`src/rtl/reg_write_arbiter.sv`:
```
// ---------------------------------------------------------------------------
// reg_write_arbiter
//
// Arbitrates two register-file write requesters (A and B) onto a single
// write port. After reset, and on request, every register is swept to zero
// before normal arbitration resumes. In RUN, simultaneous requests are
// resolved round-robin.
//
// Ports
//   clk        : single clock, all state updates on posedge
//   reset_n    : synchronous active-low reset
//   init_req   : request to re-zero all registers (ignored during INIT)
//   a_valid    : requester A write valid
//   a_addr     : requester A destination register
//   a_data     : requester A write data
//   a_ready    : requester A accepted this cycle (combinational)
//   b_*        : requester B, mirrors A
//   we         : registered register-file write enable
//   wr_addr    : registered register-file write address
//   wr_data    : registered register-file write data
//   init_done  : registered, high while in RUN
// ---------------------------------------------------------------------------
module reg_write_arbiter #(
  parameter int DATA_WIDTH = 32,
  parameter int ADDR_WIDTH = 4
) (
  input  logic                  clk,
  input  logic                  reset_n,
  input  logic                  init_req,
  input  logic                  a_valid,
  input  logic [ADDR_WIDTH-1:0] a_addr,
  input  logic [DATA_WIDTH-1:0] a_data,
  output logic                  a_ready,
  input  logic                  b_valid,
  input  logic [ADDR_WIDTH-1:0] b_addr,
  input  logic [DATA_WIDTH-1:0] b_data,
  output logic                  b_ready,
  output logic                  we,
  output logic [ADDR_WIDTH-1:0] wr_addr,
  output logic [DATA_WIDTH-1:0] wr_data,
  output logic                  init_done
);

  localparam logic [0:0] ST_INIT = 1'b0;
  localparam logic [0:0] ST_RUN  = 1'b1;

  localparam logic PTR_A = 1'b0;
  localparam logic PTR_B = 1'b1;

  localparam logic [ADDR_WIDTH-1:0] LAST_ADDR = '1;

  logic [0:0]            state;
  logic                  ptr;
  logic [ADDR_WIDTH-1:0] init_cnt;

  logic grant_ok;

  // Grants are only possible in RUN with no pending re-init. reset_n is
  // folded in so the readies are low for the whole reset cycle, which also
  // discards any acceptance coinciding with a reset edge.
  // NOTE: every output of this block is assigned unconditionally first, so no
  // path leaves a value unassigned and no latch is inferred.
  always_comb begin
    a_ready  = 1'b0;
    b_ready  = 1'b0;
    grant_ok = reset_n && (state == ST_RUN) && !init_req;
    if (grant_ok) begin
      if (a_valid && b_valid) begin
        a_ready = (ptr == PTR_A);
        b_ready = (ptr == PTR_B);
      end else begin
        a_ready = a_valid;
        b_ready = b_valid;
      end
    end
  end

  // NOTE: state is updated with non-blocking assignments so every register
  // samples the pre-edge values, independent of statement order.
  always_ff @(posedge clk) begin
    if (!reset_n) begin
      state     <= ST_INIT;
      init_cnt  <= '0;
      ptr       <= PTR_A;
      we        <= 1'b0;
      wr_addr   <= '0;
      wr_data   <= '0;
      init_done <= 1'b0;
    end else if (state == ST_INIT) begin
      // Zero sweep: one register per cycle; init_req has no effect here.
      we        <= 1'b1;
      wr_addr   <= init_cnt;
      wr_data   <= '0;
      init_cnt  <= init_cnt + 1'b1;
      init_done <= 1'b0;
      if (init_cnt == LAST_ADDR) begin
        state <= ST_RUN;
      end
    end else if (init_req) begin
      // Re-init: drop back to INIT; round-robin pointer is preserved and the
      // last write address/data are left as they were.
      state     <= ST_INIT;
      init_cnt  <= '0;
      we        <= 1'b0;
      init_done <= 1'b0;
    end else begin
      init_done <= 1'b1;
      if (a_ready) begin
        we      <= 1'b1;
        wr_addr <= a_addr;
        wr_data <= a_data;
        ptr     <= PTR_B;
      end else if (b_ready) begin
        we      <= 1'b1;
        wr_addr <= b_addr;
        wr_data <= b_data;
        ptr     <= PTR_A;
      end else begin
        we <= 1'b0;
      end
    end
  end

endmodule

```
`config.mk`:
```
export PLATFORM = sky130hd
export DESIGN_NAME = reg_write_arbiter
export DESIGN_NICKNAME = d
export VERILOG_FILES = /design/src/rtl/reg_write_arbiter.sv
export SDC_FILE = /design/constraint.sdc
export NUM_CORES = 1
export LEC_CHECK = 0
export ABC_AREA = 1
export BUFFER_PORTS_ARGS = -buffer_cell sky130_fd_sc_hd__buf_4
export CORE_ASPECT_RATIO = 1.25
export CORE_UTILIZATION = 45
export DETAILED_ROUTE_END_ITERATION = 12
export GPL_TIMING_DRIVEN = 0
export PLACE_DENSITY = 0.8
export REMOVE_ABC_BUFFERS = 1
export SLEW_MARGIN = 20
export SYNTH_ARGS = -nofsm -noshare
export SYNTH_HDL_FRONTEND = slang
export SYNTH_SLANG_ARGS = --single-unit
export TNS_END_PERCENT = 50
```
`constraint.sdc`:
```
create_clock -name clk -period 1.9 [get_ports clk]
set_input_delay 0.38 -clock clk [delete_from_list [all_inputs] [get_ports clk]]
set_output_delay 0.38 -clock clk [all_outputs]
set_load 0.005 [all_outputs]
```
======== Yosys cells after proc, flatten, opt, wreduce, memory -nomap -nowiden ========
Cells that the tools add are included.
word-level totals
  bits in registers ....................... 44
  input port bits ......................... 77
  output and inout bits ................... 40
  logic and storage cells ................. 44
cells by class
  add/subtract/negate cells ............... 1
  equality and inequality tests ........... 4
  mux-type cells .......................... 21
  bitwise logic cells ..................... 2
  reduce and logical (&&, ||, !) cells .... 9
operators by type and width
  kind                                          count
  two-way mux 32 bit                            2
  two-way mux 4 bit                             6
  two-way mux 1 bit                             13
  AND reduction 2 bit                           3
  adder 4 x 1 -> 4 bit (second input constant)  1
  == test 4 bit (second input constant)         1
  != test 2 bit (second input constant)         2
  logical AND 1 bit                             3
  != test 3 bit (second input constant)         1
  AND reduction 3 bit                           1
  inverter 1 bit                                2
  nonzero test 2 bit                            1
  logical NOT 1 bit                             1

======== Longest topological paths before layout ========
  word-level depth ........................ 7
  gate-level depth with buffers ........... 10
  depth with buffers taken out ............ 8

======== Least setup slack after synthesis ========
Ideal clock, no wire load.
  path kind ............................... input to output
  from .................................... input a_valid
  to ...................................... output a_ready
  arrival ................................. 1.059 ns
  data required time ...................... 1.520 ns
  slack ................................... 0.461 ns
  stages .................................. 5
  path buffers ............................ 1
  path through ............................ inv_1 a21oi_2 nand2_2 inv_2 buf_4
between the ends
  cells in the longest elaborated chain, start to end .. 3
RTL lines
  item                   RTL line  source
  start, declared        30        input logic a_valid,
  logical AND 1 bit      68        if (a_valid && b_valid) begin
  two-way mux 1 bit (*)  68
  two-way mux 1 bit (*)  67        if (grant_ok) begin
  end, declared          33        output logic a_ready,
Mark *: on every way between the ends. The rest lies on a longest branch, timed or not.

======== Worst setup path after layout ========
  from .................................... register state
  to ...................................... output b_ready
between the ends
  cells in the longest elaborated chain, start to end .. 3
RTL lines
  item                            RTL line  source
  start, declared                 52        logic [0:0] state;
  start signal, assigned          82        state <= ST_INIT;
  start signal, assigned          97        state <= ST_RUN;
  start signal, assigned          102       state <= ST_INIT;
  logical AND 1 bit (2 in a row)  66        grant_ok = reset_n && (state == ST_RUN) && !init_req;
  two-way mux 1 bit               67
  end, declared                   37        output logic b_ready,
Every way passes these cells.

==> results.tsv <==
metric	value	unit
cts_tree	built	
irDropWorstVdd	0.323	mV
num_io_pins	117	
dp_slack	-1.16	ns
yosys_most_used_dff	dfxtp_1	
rr_startpoint	state	
final_layout_size_suffix_gt1_share	29.8	%
critical_path.max_fanout	17	
setup_tns	0	ns
die-area	0.00522	mm2
cts.sinks	44	
start_util	46.9	%
grt_usage	24.0	%
wl_per_cell	11.2	um
netlist_area	0.00222	mm2
h-tree-depth	2	
antenna_found_initial	0	
tightest_slew	0.634	ns
drv_slew	0	
portBuffers	116	
hp-class	in2reg	
antennaDiodeCount	0	
regToRegEndpoint	wr_data[1]	
post-dp-hpwl	3770	um
postRouteAntennaNets	0	
wl	5960	um
start_kind	flip-flop	
final_common_cell	buf_4	
drv_cap	0	
clock.fmax	557	MHz
async_reset_ff_share	0	%
cp.required	1.52	ns
grt_pass1_vias	2223	
synth_cell_type_count	20	
rrSetupSlack	0.20	ns
netlist.area_leader.share	39.7	%
cts_buffer_depth	2	
synth_seq_area_share	39.7	%
grt_overflow	0	
drc	0	
die_x	64.8	um
cts_root_buf	clkbuf_8	
synth_edf_count	0	
grt_pass1_wl	9550	um
fin_nets	550	
drt_first_pass_iters	4	
drtIter0Drc	145	
syn_area_per_cell	6.20	um2
relSlewSlack	57.3	%
die_h	80.5	um
power.density	517	mW/mm2
critical_path_class	reg2out	
synth_seq_cells	44	
area_growth	49.6	%
place.gp.congestion	0.832	
clk_pin_slew	0.08	ns
min-delay-start	a_data[11]	
worstHoldPathCells	5	
power.leakage	1.73	nW
vias_per_cell	4.55	
post_synth_main_area_contributors	dfxtp_1, nand2_1, nor2_1, nand3_1, inv_1	
finalCriticalPeriod	1.79	ns
reg2regPathDepth	8	
cts_buffers	5	
num_vias	2424	
fin_ws	0.106	ns
grt_setup_unrepaired	false	
rows	28	
finalCritPeriodShare	94.4	%
worstPathArrival	1.41	ns
status	completed	
syn-instance-count	358	
final_cell_mix	buf_4, nand2_1, nor2_1	
holdPathEnd	wr_data[11]	
hold_viol	0	
cp-end-kind	output port	
yosys_warnings	0	
grt_start_max_net_pins	69	
coreArea	0.00473	mm2
yosysTopAreaCell	dfxtp_1	
clk_latency	0.28	ns
final-setup-viol-count	0	
finalClockSkew	0.00824	ns
per-stage QoR:
| step | instances | area [um2] | hold WS (ns) | power (mW) | utilization (%) |
|---|---|---|---|---|---|
| after detailed placement | 516 | 3050 | 0.484 | 1.13 | 64.6 |
| final | 533 | 3320 | 0.371 | 1.71 | 70.2 |
| after floorplan | 340 | 2100 | 0.450 | 1.00 | - |
| after CTS | 530 | 3280 | 0.362 | 1.74 | 69.4 |
| after global placement | 516 | 3050 | 0.467 | 1.13 | 64.4 |
| after global routing | 533 | 3320 | 0.368 | 1.80 | 70.2 |
how the worst max path moves through the flow:
stage                     startpoint         end  slack [ns]  cells past startpoint
after global placement       reset_n     a_ready       -1.14                      6
after detailed placement     reset_n     a_ready       -1.16                      6
after floorplan                state  wr_data[0]       -0.27                      7
after CTS                        ptr     a_ready       0.001                      4
final                          state     b_ready        0.11                      6
after global routing           state     b_ready        0.02                      6
cells by family (layout without fill, tap and decap cells):
kind of cell             after synthesis  in the layout  share of synthesized area [%]
flip-flops                            44             44                           39.7
AO/OA/AOI/OAI                         16             16                           4.23
buffers and inverters                 60            173                           12.4
AND/OR/NAND/NOR                      237            239                           43.1
adder cells (fa/ha/maj)                1              1                          0.564
routing by layer:
| metal | share of wire, % | vias to the layer above | global-route usage (%) |
|---|---|---|---|
| met3 | 5.8 | 10 | 6.53 |
| met1 | 41 | 1022 | 24.3 |
| met4 | 2.0 | 0 | 8.89 |
| met5 | 0 | - | 0 |
| met2 | 51 | 81 | 45.8 |
| li1 | - | 1311 | - |
state kept, by name (all words and copies together), names as in the netlist:
name and flops:
init_done 1, wr_data 32, state 1, wr_addr 4
we 1, init_cnt 4, ptr 1
report_power, final:
part           switching [mW]  total (mW)  internal, mW
registers             0.00730       0.937         0.930
clock network           0.302       0.596         0.294
logic                  0.0578       0.181         0.123
cells in the mapped netlist (3+ instances only):
master / instances
a21oi_1: 4
inv_1: 41
nand2_2: 3
buf_6: 3
nor2_1: 76
dfxtp_1: 44
buf_4: 6
clkbuf_1: 6
nand3_1: 42
o21ai_0: 7
buf_2: 3
nand2_1: 115
worst max-delay path, stage by stage (launching register included):
cell     delay (ns)
dfxtp_4        0.38
nand2_8        0.10
nor2_4         0.16
buf_8          0.17
nand2_4        0.08
nor2_1         0.11
buf_4          0.12
layout make-up:
cell class / count / area (um2)
fill: 428 / 1410
multi-input combinational: 256 / 1140
timing repair buffer: 122 / 936
sequential: 44 / 885
inverter: 42 / 174
clock buffer: 6 / 82.6
tap: 60 / 75.1
clock inverter: 2 / 15.0
timing repair inverter: 1 / 8.76
what timing repair did:
| action | 4_1_cts | 5_1_grt |
|---|---|---|
| cloned | 3 | 0 |
| endpoints found under the setup margin | 40 | 6 |
| hold buffers | 0 | 0 |
| pin swaps | 2 | 1 |
| gates resized for setup | 14 | 3 |
| buffers inserted | 3 | 3 |
No activity file was read; power rests on OpenSTA's default activity.
